[src/rtl/frame_buffer_scheduler_if.sv]
// Capture-side and reader-side signals of the ping-pong frame-buffer scheduler.
// The master drives requests and pixel events; the slave is the scheduler.
interface frame_buffer_scheduler_if #(
    parameter int ADDR_W = 20
);
    logic              init_done;
    logic              wr_frame_start;
    logic              wr_frame_end;
    logic              wr_pix_valid;
    logic              wr_we;
    logic [ADDR_W-1:0] wr_addr;
    logic              wr_active;
    logic              rd_req;
    logic              rd_grant;
    logic              rd_buf;
    logic [ADDR_W-1:0] rd_base_addr;
    logic              rd_done;
    logic [7:0]        frame_cnt;
    logic [7:0]        err_cnt;

    modport master (
        output init_done, wr_frame_start, wr_frame_end, wr_pix_valid, rd_req, rd_done,
        input  wr_we, wr_addr, wr_active, rd_grant, rd_buf, rd_base_addr, frame_cnt, err_cnt
    );

    modport slave (
        input  init_done, wr_frame_start, wr_frame_end, wr_pix_valid, rd_req, rd_done,
        output wr_we, wr_addr, wr_active, rd_grant, rd_buf, rd_base_addr, frame_cnt, err_cnt
    );
endinterface

[src/rtl/frame_buffer_scheduler.sv]
// Ping-pong frame-buffer manager: assigns camera frames to one of two buffers,
// generates write addresses and hands the newest complete frame to the reader.
module frame_buffer_scheduler #(
    parameter int ADDR_W      = 20,
    parameter int FRAME_WORDS = 50176,
    parameter int BUF0_BASE   = 0,
    parameter int BUF1_BASE   = 65536
) (
    input logic                     clk,
    input logic                     rst_n,
    frame_buffer_scheduler_if.slave bus
);
    typedef enum logic [1:0] {
        BUF_FREE,
        BUF_WRITING,
        BUF_READY,
        BUF_READING
    } buf_state_t;

    localparam logic [15:0]       FRAME_LEN = 16'(FRAME_WORDS);
    localparam logic [ADDR_W-1:0] BASE0     = ADDR_W'(BUF0_BASE);
    localparam logic [ADDR_W-1:0] BASE1     = ADDR_W'(BUF1_BASE);

    function automatic logic [7:0] sat_inc8(input logic [7:0] v);
        return (v == 8'hFF) ? v : v + 8'd1;
    endfunction

    buf_state_t        buf_st [2];
    buf_state_t        st_nxt [2];
    logic              newest, newest_nxt;
    logic              cur, cur_nxt;
    logic              active, active_nxt;
    logic [15:0]       cnt, cnt_nxt;
    logic              pix_we, frame_ok, frame_bad;
    logic              grant, grant_idx, reading_any, tgt;
    logic              start_eff;

    logic              wr_we_r;
    logic [ADDR_W-1:0] wr_addr_r;
    logic              rd_grant_r;
    logic              rd_buf_r;
    logic [ADDR_W-1:0] rd_base_r;
    logic [7:0]        frame_cnt_r;
    logic [7:0]        err_cnt_r;

    assign start_eff   = bus.wr_frame_start & bus.init_done;
    assign reading_any = (buf_st[0] == BUF_READING) || (buf_st[1] == BUF_READING);

    always_comb begin
        st_nxt     = buf_st;
        newest_nxt = newest;
        cur_nxt    = cur;
        active_nxt = active;
        cnt_nxt    = cnt;
        pix_we     = 1'b0;
        frame_ok   = 1'b0;
        frame_bad  = 1'b0;
        grant      = 1'b0;
        grant_idx  = newest;
        tgt        = 1'b0;

        // Grant looks only at registered state; a newest pointer left on a
        // buffer that was recycled falls back to the other READY buffer.
        if (bus.rd_req && !reading_any) begin
            if (buf_st[newest] == BUF_READY) begin
                grant     = 1'b1;
                grant_idx = newest;
            end else if (buf_st[~newest] == BUF_READY) begin
                grant     = 1'b1;
                grant_idx = ~newest;
            end
        end

        if (bus.rd_done) begin
            for (int i = 0; i < 2; i++) begin
                if (buf_st[i] == BUF_READING) st_nxt[i] = BUF_FREE;
            end
        end

        // A pixel coinciding with a frame boundary is not part of either frame.
        if (active && bus.wr_pix_valid && !bus.wr_frame_end && !start_eff &&
            (cnt < FRAME_LEN)) begin
            pix_we  = 1'b1;
            cnt_nxt = cnt + 16'd1;
        end

        if (active && bus.wr_frame_end) begin
            if (cnt == FRAME_LEN) begin
                st_nxt[cur] = BUF_READY;
                newest_nxt  = cur;
                frame_ok    = 1'b1;
            end else begin
                st_nxt[cur] = BUF_FREE;
                frame_bad   = 1'b1;
            end
            active_nxt = 1'b0;
        end

        // The buffer granted this cycle is already off-limits to the writer.
        if (grant) st_nxt[grant_idx] = BUF_READING;

        if (start_eff) begin
            if (active_nxt) begin
                st_nxt[cur] = BUF_FREE;
                frame_bad   = 1'b1;
            end
            if (st_nxt[0] == BUF_FREE)                                tgt = 1'b0;
            else if (st_nxt[1] == BUF_FREE)                           tgt = 1'b1;
            else if (st_nxt[0] == BUF_READY && newest_nxt != 1'b0)    tgt = 1'b0;
            else if (st_nxt[1] == BUF_READY && newest_nxt != 1'b1)    tgt = 1'b1;
            else if (st_nxt[0] == BUF_READY)                          tgt = 1'b0;
            else                                                      tgt = 1'b1;
            st_nxt[tgt] = BUF_WRITING;
            cur_nxt     = tgt;
            cnt_nxt     = 16'd0;
            active_nxt  = 1'b1;
        end
    end

    always_ff @(posedge clk or negedge rst_n) begin
        if (!rst_n) begin
            buf_st[0]   <= BUF_FREE;
            buf_st[1]   <= BUF_FREE;
            newest      <= 1'b0;
            cur         <= 1'b0;
            active      <= 1'b0;
            cnt         <= 16'd0;
            wr_we_r     <= 1'b0;
            wr_addr_r   <= '0;
            rd_grant_r  <= 1'b0;
            rd_buf_r    <= 1'b0;
            rd_base_r   <= BASE0;
            frame_cnt_r <= 8'd0;
            err_cnt_r   <= 8'd0;
        end else begin
            buf_st     <= st_nxt;
            newest     <= newest_nxt;
            cur        <= cur_nxt;
            active     <= active_nxt;
            cnt        <= cnt_nxt;
            wr_we_r    <= pix_we;
            if (pix_we) wr_addr_r <= (cur ? BASE1 : BASE0) + ADDR_W'(cnt);
            rd_grant_r <= grant;
            if (grant) begin
                rd_buf_r  <= grant_idx;
                rd_base_r <= grant_idx ? BASE1 : BASE0;
            end
            if (frame_ok)  frame_cnt_r <= frame_cnt_r + 8'd1;
            if (frame_bad) err_cnt_r   <= sat_inc8(err_cnt_r);
        end
    end

    assign bus.wr_we        = wr_we_r;
    assign bus.wr_addr      = wr_addr_r;
    assign bus.wr_active    = active;
    assign bus.rd_grant     = rd_grant_r;
    assign bus.rd_buf       = rd_buf_r;
    assign bus.rd_base_addr = rd_base_r;
    assign bus.frame_cnt    = frame_cnt_r;
    assign bus.err_cnt      = err_cnt_r;
endmodule
[src/flat_wrapper.sv]
// flat-port wrapper written by rule: the top's interface ports become plain ports
module frame_buffer_scheduler_flat 
#(
    parameter int ADDR_W      = 20,
    parameter int FRAME_WORDS = 50176,
    parameter int BUF0_BASE   = 0,
    parameter int BUF1_BASE   = 65536
)
  (clk, rst_n, bus_init_done, bus_wr_frame_start, bus_wr_frame_end, bus_wr_pix_valid, bus_rd_req, bus_rd_done, bus_wr_we, bus_wr_addr, bus_wr_active, bus_rd_grant, bus_rd_buf, bus_rd_base_addr, bus_frame_cnt, bus_err_cnt);
  frame_buffer_scheduler_if #(.ADDR_W(ADDR_W)) bus_i ();
  input logic clk;
  input logic rst_n;
  input wire logic [$bits(bus_i.init_done)-1:0] bus_init_done;
  input wire logic [$bits(bus_i.wr_frame_start)-1:0] bus_wr_frame_start;
  input wire logic [$bits(bus_i.wr_frame_end)-1:0] bus_wr_frame_end;
  input wire logic [$bits(bus_i.wr_pix_valid)-1:0] bus_wr_pix_valid;
  input wire logic [$bits(bus_i.rd_req)-1:0] bus_rd_req;
  input wire logic [$bits(bus_i.rd_done)-1:0] bus_rd_done;
  output wire logic [$bits(bus_i.wr_we)-1:0] bus_wr_we;
  output wire logic [$bits(bus_i.wr_addr)-1:0] bus_wr_addr;
  output wire logic [$bits(bus_i.wr_active)-1:0] bus_wr_active;
  output wire logic [$bits(bus_i.rd_grant)-1:0] bus_rd_grant;
  output wire logic [$bits(bus_i.rd_buf)-1:0] bus_rd_buf;
  output wire logic [$bits(bus_i.rd_base_addr)-1:0] bus_rd_base_addr;
  output wire logic [$bits(bus_i.frame_cnt)-1:0] bus_frame_cnt;
  output wire logic [$bits(bus_i.err_cnt)-1:0] bus_err_cnt;
  assign bus_i.init_done = bus_init_done;
  assign bus_i.wr_frame_start = bus_wr_frame_start;
  assign bus_i.wr_frame_end = bus_wr_frame_end;
  assign bus_i.wr_pix_valid = bus_wr_pix_valid;
  assign bus_i.rd_req = bus_rd_req;
  assign bus_i.rd_done = bus_rd_done;
  assign bus_wr_we = bus_i.wr_we;
  assign bus_wr_addr = bus_i.wr_addr;
  assign bus_wr_active = bus_i.wr_active;
  assign bus_rd_grant = bus_i.rd_grant;
  assign bus_rd_buf = bus_i.rd_buf;
  assign bus_rd_base_addr = bus_i.rd_base_addr;
  assign bus_frame_cnt = bus_i.frame_cnt;
  assign bus_err_cnt = bus_i.err_cnt;
  frame_buffer_scheduler #(.ADDR_W(ADDR_W), .FRAME_WORDS(FRAME_WORDS), .BUF0_BASE(BUF0_BASE), .BUF1_BASE(BUF1_BASE)) u_core (.clk(clk), .rst_n(rst_n), .bus(bus_i));
endmodule
[config.mk]
export PLATFORM = sky130hd
export DESIGN_NAME = frame_buffer_scheduler_flat
export DESIGN_NICKNAME = d
export VERILOG_FILES = /design/src/rtl/frame_buffer_scheduler_if.sv /design/src/rtl/frame_buffer_scheduler.sv /design/src/flat_wrapper.sv
export SDC_FILE = /design/constraint.sdc
export NUM_CORES = 1
export LEC_CHECK = 0
export ABC_AREA = 1
export BUFFER_PORTS_ARGS = -buffer_cell sky130_fd_sc_hd__buf_4
export CAP_MARGIN = 0
export CELL_PAD_IN_SITES_DETAIL_PLACEMENT = 1
export CELL_PAD_IN_SITES_GLOBAL_PLACEMENT = 1
export CORE_MARGIN = 1
export CORE_UTILIZATION = 40
export DETAILED_ROUTE_END_ITERATION = 8
export PLACE_DENSITY = 0.78
export SLEW_MARGIN = 20
export SYNTH_ARGS = -nofsm -noshare
export SYNTH_HDL_FRONTEND = slang
export SYNTH_SLANG_ARGS = --single-unit
[constraint.sdc]
create_clock -name clk -period 2 [get_ports clk]
set_input_delay 0.2 -clock clk [delete_from_list [all_inputs] [get_ports clk]]
set_output_delay 0.2 -clock clk [all_outputs]
set_load 0.1 [all_outputs]
Yosys cells after proc, flatten, opt, wreduce, memory -nomap -nowiden --
Cells that the tools add are included. Widths: inputs -> output; s select.
Storage, ports and cells: bits of input ports 8, word-level logic and storage cells 120, output and inout bits 60, register bits after elaboration 82
Operators by class: magnitude comparators 9, bitwise gates (word level) 19, equality and inequality tests 8, add/subtract/negate cells 4, reductions and logical operators 19, muxes and demuxes 48
Operator list (count):
- $mux 17 | 2
- $mux 16 | 2
- $mux 4 | 7
- $mux 1 | 23
- $mux 2 | 11
- $add 20x16->20 | 1
- $add 16x1->16 const B | 1
- $add 8x1->8 const B | 2
- $eq 16x16->1 const B | 1
- $lt 16x16->1 const B | 1
- $eq 2x2->1 const B | 6
- $logic_and 1x1->1 | 11
- $ge 2x2->1 const B | 5
- $not 1->2 | 5
- $and 4x4->4 | 2
- $eq 8x8->1 const B | 1
- $demux 2 s1 | 3
- $lt 2x1->1 const B | 3
- $and 2x2->2 | 2
- $logic_not 2->1 | 2
- $not 2->2 | 2
- $not 4->4 | 1
- $or 2x2->2 | 2
- $or 4x4->4 | 1
- 6 further kinds | 10

Longest topological paths before layout --
Gate-level depths: netlist of run 1.
word-level depth 34, depth in mapped cells 15, gate-level depth less buffers 15

Worst setup path before layout of run 1 --
OpenSTA, ideal clock, no wires.
path kind register -> register, start register u_core.active, in the netlist u_core.bus.wr_active, end register u_core.cnt[10], cell stages (with the launch flop) 12, period minus slack after synthesis 2145 ps, setup time 118 ps, buffers on the path 0, setup slack -145 ps, required time 1882 ps, data arrival time 2027 ps, path through dfrtp_1 -> nand2_2 -> inv_2 -> nand2_2 -> nor2_4 -> nand2_4 -> nor3_1 -> nand4_1 -> nor2_1 -> nand2_1 -> nand2_1 -> nor2_1
Between the ends: cells in the longest elaborated chain, start to end 5
Ends and longest elaborated chain:
- from (decl) | line frame_buffer_scheduler.sv:32 | logic active, active_nxt;
- from (signal assigned) | line frame_buffer_scheduler.sv:139 | active <= active_nxt;
- $logic_and 1x1->1 (4 in a row) | line frame_buffer_scheduler.sv:81 | if (active && bus.wr_pix_valid && !bus.wr_frame_end && !start_eff &&
- $reduce_bool 2->1 (no line)
- to (signal assigned) | line frame_buffer_scheduler.sv:140 | cnt <= cnt_nxt;
- to (decl) | line frame_buffer_scheduler.sv:33 | logic [15:0] cnt, cnt_nxt;
Every way passes these cells. A chain may end at the register's enable or synchronous reset.

==> flow_summary.json, run 1 <==
{
  "dp_cells": 537,
  "grt_max_degree": 60,
  "dieArea_um2": 8270,
  "path_cells": "inv_1, ha_2, nand3_1, nor2_1, nand3_2, nand2_1, nand2_1, inv_1, nand3_1, nand2_1, nand2_1, nand2_1, nand2_1",
  "clock_sinks": 59,
  "min_path_type": "input port to register",
  "rsz0062_at_grt": "true",
  "wirelength_um": 7690,
  "ff2ff_path_depth": 13,
  "rows": 32,
  "hold_violations": 0,
  "fp.dieH_um": 90.9,
  "crit_buf_inv": 2,
  "path_delay_family": "simple AND/OR/NAND/NOR gates",
  "area_growth_pct": 20.1,
  "status": "finished clean",
  "vias": 2698,
  "worstMarginPinSlew_ns": 0.750,
  "pin_count": 68,
  "antenna_found_initial": 0,
  "synthArstFlopShare": 1.00,
  "ys_warn_count": 0,
  "yosysSeqAreaShare": 0.467,
  "place.gp.congestion": 0.816,
  "synth_edf_count": 0,
  "drv_slew": 0,
  "fillers": 961,
  "numCtsBuffers": 9,
  "synthSimpleGateAreaFrac": 0.283,
  "path_clk_slew_ns": 0.07,
  "num_antenna_cells": 0,
  "ys_ff_latch": 59,
  "synth_compound_area_frac": 0.0708,
  "viasPerCell": 4.88,
  "start_util": 0.412,
  "slew_headroom": 0.500,
  "max_cap_viol_count": 0,
  "synth_cells": 391,
  "drive_above_1_share": 0.211,
  "synth_top_family_by_area": "simple AND/OR/NAND/NOR gates",
  "drc": 0,
  "overflow": 0,
  "cp.depth": 13,
  "fin_hold_ws_ns": 0.143,
  "synth_area_leaders": "dfrtp_1 (47%), nand2_1 (12%), buf_4 (5.5%)",
  "min_period_ns": 1.85,
  "worstPathRequired_ns": 2.23,
  "p_per_area_nw_per_um2": 1160,
  "fmax_ghz": 0.541,
  "ant_nets": 0,
  "grt_pass1_vias": 2777,
  "drt_iter0_drc": 110,
  "finalNonFillerCells": 553,
  "cts-htree-levels": 3,
  "fp.coreArea_um2": 7690,
  "reg2reg_setup_slack_ns": 0.15,
  "cts_tree": "built",
  "arrival_ns": 2.08,
  "clkLatencyLatePin_ns": 0.34,
  "endpoint_kind": "register",
  "startpoint_type": "register",
  "finalCritPeriodShare": 0.924,
  "yosysTopAreaCell": "dfrtp_1",
  "cts_buffer_depth": 2,
  "synth_top_area_share": 0.467,
  "vdd_drop_max_mv": 0.833,
  "dp_hpwl_um": 5820,
  "wl_per_cell_um": 13.9,
  "grt_pass1_wl_um": 13500,
  "final_net_count": 459,
  "layout_commonest_cell": "nand2_1",
  "crit_path_frequent_cell": "nand2_1",
  "holdPathStages": 4,
  "root_buffer": "clkbuf_8",
  "drtPass1Iterations": 4,
  "synthAdderAreaFrac": 0.0158,
  "synth_area_um2": 3160,
  "ys_types": 30,
  "finalClockSkew_ns": 0.00790,
  "io_buffers": 45,
  "setup_violations": 0,
  "p_leak_nw": 1.96,
  "slowest_delay_ns": 0.44,
  "yosys.area_share.xor_xnor": 0.0471,
  "synth.avg_cell_area_um2": 8.09,
  "grt_usage": 0.207,
  "synthFlopType": "dfrtp_1",
  "post-cts-setup-buffer-count": 0,
  "slowest_stage": "dfrtp_2",
  "die_w_um": 90.9,
  "path_max_fanout": 4,
  "synthMuxAreaShare": 0.00356,
  "final_cell_mix": "nand2_1 (103), dfrtp_1 (52), buf_4 (51)",
  "critPathKind": "register to register"
}
kinds of logic after synthesis:
logic type,Yosys count
AO/OA/AOI/OAI,42
multiplexers,1
XOR/XNOR,17
buffers and inverters,70
adder cells (fa/ha/maj),4
AND/OR/NAND/NOR,197
other,1
flip-flops,59
state kept, by name, indices dropped and copies added, names as in the netlist:
signal / cells
u_core.buf_st: 4
u_core.bus.err_cnt: 8
u_core.bus.frame_cnt: 8
u_core.bus.rd_base_addr: 1
u_core.bus.rd_grant: 1
u_core.bus.wr_active: 1
u_core.bus.wr_addr: 17
u_core.bus.wr_we: 1
u_core.cnt: 16
u_core.cur: 1
u_core.newest: 1
cells in the mapped netlist (2+ instances only):
cell type,count
xnor2_1,4
o21ai_0,23
nand3_1,26
a21oi_1,14
nand4_1,9
nor3_1,8
xor2_1,13
buf_4,23
ha_1,4
nor2_4,4
nor4_1,6
dfrtp_1,59
clkbuf_1,4
o31ai_1,2
inv_1,40
nand2_1,104
nand2_2,6
nand2_4,2
nor2_1,29
metrics by stage:
stage	utilization	cell area, µm²	setup TNS (ns)	setup slack (ns)	power, mW
after floorplan	-	3250	0	0.0787	2.95
after global placement	0.464	3570	0	0.194	3.26
after detailed placement	0.464	3570	0	0.112	3.29
after CTS	0.492	3780	0	0.0843	4.43
after global routing	0.494	3800	-0.00508	-0.00508	4.61
final	0.494	3800	0	0.153	4.40
worst reg2reg max path, stage by stage (launching register included):
cell and delay [ns]:
dfrtp_2 0.44, inv_1 0.12, ha_2 0.21, nand3_1 0.07, nor2_1 0.15, nand3_2 0.13
nand2_1 0.08, nand2_1 0.04, inv_1 0.07, nand3_1 0.10, nand2_1 0.08, nand2_1 0.08
nand2_1 0.09, nand2_1 0.05
path summary, 6_finish.rpt:
check / start / end
min in group asynchronous: rst_n / u_core.bus.wr_addr[2]
max in group asynchronous: rst_n / u_core.bus.wr_active
hold reg to reg: u_core.bus.wr_addr[2] / u_core.bus.wr_addr[2]
setup / recovery: u_core.cnt[0] / u_core.buf_st[0]
hold / removal: bus_wr_frame_end / u_core.bus.wr_active
setup reg to reg: u_core.cnt[0] / u_core.buf_st[0]
where the power goes:
| group | internal (mW) | total (mW) | leakage (nW) | switching, mW |
|---|---|---|---|---|
| clock | 0.669 | 1.12 | 0.106 | 0.454 |
| combinational | 0.342 | 1.75 | 1.09 | 1.41 |
| sequential | 1.36 | 1.52 | 0.767 | 0.166 |
| total | 2.37 | 4.40 | 1.96 | 2.03 |
cell type report:
type / instances / area [µm²] / area share
sequential: 59 / 1490 / 0.391
clock buffer: 13 / 169 / 0.0444
multi-input combinational: 283 / 1430 / 0.376
inverter: 42 / 163 / 0.0428
clock inverter: 2 / 35.0 / 0.00922
timing repair buffer: 52 / 393 / 0.103
tap: 102 / 128 / 0.0336
per-layer routing:
layer,routed length (µm),track usage,vias to the layer above
li1,-,-,1320
met1,3760,0.282,1311
met2,3500,0.325,57
met3,329,0.0402,10
met4,108,0.0780,0
met5,0,0,-
timing repair:
| action | in CTS | in global routing |
|---|---|---|
| hold endpoints to repair | 59 | 0 |
| resized for setup | 0 | 6 |
| hold buffers | 1 | 0 |
| endpoints found under the setup margin | 0 | 10 |
Note: power is estimated with default switching activity, not from simulation.
==> run 2: changes to the inputs <==
--- a/config.mk
+++ b/config.mk
@@ -14,6 +14,7 @@
 export CORE_UTILIZATION = 40
 export DETAILED_ROUTE_END_ITERATION = 8
 export PLACE_DENSITY = 0.78
+export RECOVER_POWER = 100
 export SLEW_MARGIN = 20
 export SYNTH_ARGS = -nofsm -noshare
 export SYNTH_HDL_FRONTEND = slang
==> run 2 against run 1 <==
Setup slack worse by 0.0064 ns. Clock skew about the same. Clock power about the same. Routed wire length down 0.74%. Sequential power about the same. Final area down 2.6%. Utilization down 1.3 points. Fmax down 0.35%. Register-to-register slack about the same. Power down 1.7%. Largest cell class unchanged. Largest power group unchanged.
==> flow_summary.json, run 2 (synthesis gave the netlist of run 1 again) <==
{
  "path_max_fanout": 4,
  "min_period_ns": 1.85,
  "setup_violations": 0,
  "num_antenna_cells": 0,
  "dieArea_um2": 8270,
  "io_buffers": 45,
  "layout_commonest_cell": "nand2_1",
  "root_buffer": "clkbuf_8",
  "finalCritPeriodShare": 0.927,
  "grt_usage": 0.207,
  "final_net_count": 459,
  "reg2reg_setup_slack_ns": 0.15,
  "die_w_um": 90.9,
  "fmax_ghz": 0.539,
  "holdPathEnd": "u_core.bus.wr_active",
  "antenna_found_initial": 0,
  "wl_per_cell_um": 13.8,
  "finalNonFillerCells": 553,
  "worstReg2RegStart": "u_core.cnt[0]",
  "drv_slew": 0,
  "viasPerCell": 4.86,
  "place.gp.congestion": 0.816,
  "wirelength_um": 7640,
  "drc": 0,
  "clkLatencyLatePin_ns": 0.34,
  "fin_tns_setup_ns": 0,
  "overflow": 0,
  "startpoint_type": "register",
  "max_cap_viol_count": 0,
  "clock_sinks": 59,
  "placed_cell_area_um2": 3570,
  "start_util": 0.412,
  "critPathKind": "register to register",
  "drt_iter0_drc": 142,
  "drive_above_1_share": 0.208,
  "status": "finished clean",
  "holdPathStages": 4,
  "p_per_area_nw_per_um2": 1170,
  "drtPass1Iterations": 4,
  "dp_cells": 537,
  "hold_violations": 0,
  "cts_buffer_depth": 2,
  "fp.dieH_um": 90.9,
  "worstPathRequired_ns": 2.23,
  "vdd_drop_max_mv": 0.809,
  "r2r-end": "u_core.buf_st[0]",
  "worstMarginPinSlew_ns": 0.737,
  "path_clk_slew_ns": 0.07,
  "rsz0062_at_grt": "true",
  "grt_max_degree": 60,
  "slew_headroom": 0.509,
  "area_growth_pct": 17.0,
  "rows": 32,
  "pin_count": 68,
  "min_path_type": "input port to register",
  "grt_pass1_wl_um": 13500,
  "fp.coreArea_um2": 7690,
  "hp-start": "bus_wr_frame_end",
  "cts_tree": "built",
  "p_leak_nw": 1.93,
  "finalClockSkew_ns": 0.00787,
  "grt_pass1_vias": 2777,
  "ant_nets": 0,
  "fin_area_um2": 3700,
  "vias": 2687,
  "cts-htree-levels": 3,
  "arrival_ns": 2.09,
  "endpoint_kind": "register",
  "final_cell_mix": "nand2_1 (103), dfrtp_1 (52), inv_1 (40)",
  "numCtsBuffers": 9,
  "ff2ff_path_depth": 13,
  "dp_hpwl_um": 5820,
  "largest_register_ffs": 17
}
## run 2: cell count changes in the layout (fill, tap and decap cells not counted), sizes merged
cell | previous run | this run
clkbuf | 13 | 51
buf | 51 | 13
## run 2: worst max-delay path by stage
stage / from / endpoint / slack, ns / cells after the start
floorplan: u_core.bus.err_cnt[2] / u_core.bus.err_cnt[2] / 0.08 / 6
global placement: u_core.cnt[13] / u_core.cnt[10] / 0.19 / 10
detailed placement: u_core.cnt[0] / u_core.buf_st[0] / 0.11 / 13
CTS: u_core.cnt[0] / u_core.buf_st[0] / 0.08 / 13
global route: u_core.cnt[0] / u_core.bus.err_cnt[6] / -0.005 / 11
finish: u_core.cnt[0] / u_core.buf_st[0] / 0.15 / 13
## run 2: area by class of cell
class,count,area (µm²)
fill,961,3990
sequential,59,1490
multi-input combinational,283,1430
timing repair buffer,52,298
clock buffer,13,169
inverter,42,163
tap,102,128
clock inverter,2,35.0
## run 2: per-stage QoR
stage | setup WS, ns | hold WS [ns] | total power, mW | utilization
after floorplan | 0.0787 | -0.0956 | 2.95 | -
after global placement | 0.194 | 0.318 | 3.26 | 0.464
after detailed placement | 0.112 | 0.323 | 3.29 | 0.464
after CTS | 0.0843 | 0.130 | 4.43 | 0.492
after global routing | -0.00508 | 0.165 | 4.53 | 0.482
final | 0.146 | 0.140 | 4.32 | 0.482
## run 2: what timing repair did
item	in CTS	in global routing
setup endpoints to repair	0	10
hold buffers	1	0
endpoints found under the hold margin	59	0
setup buffers	0	0
gates resized for setup	0	6
## run 2: report_power, final
| group | internal [mW] | switching [mW] |
|---|---|---|
| Clock | 0.669 | 0.456 |
| Sequential | 1.36 | 0.164 |
| Combinational | 0.269 | 1.40 |
| Total | 2.30 | 2.02 |
## run 2: critical path, cell delays in order (launching register included)
cell and delay (ns):
dfrtp_2 0.45, inv_1 0.12, ha_2 0.21, nand3_1 0.07, nor2_1 0.15, nand3_2 0.13, nand2_1 0.08, nand2_1 0.04
inv_1 0.07, nand3_1 0.11, nand2_1 0.08, nand2_1 0.08, nand2_1 0.09, nand2_1 0.05
## run 2: layer usage
layer  track usage  vias up  part of all wire
li1              -     1326                 -
met4        0.0780        0             0.016
met1         0.282     1294              0.49
met3        0.0402       11             0.043
met5             0        -                 0
met2         0.325       56              0.45
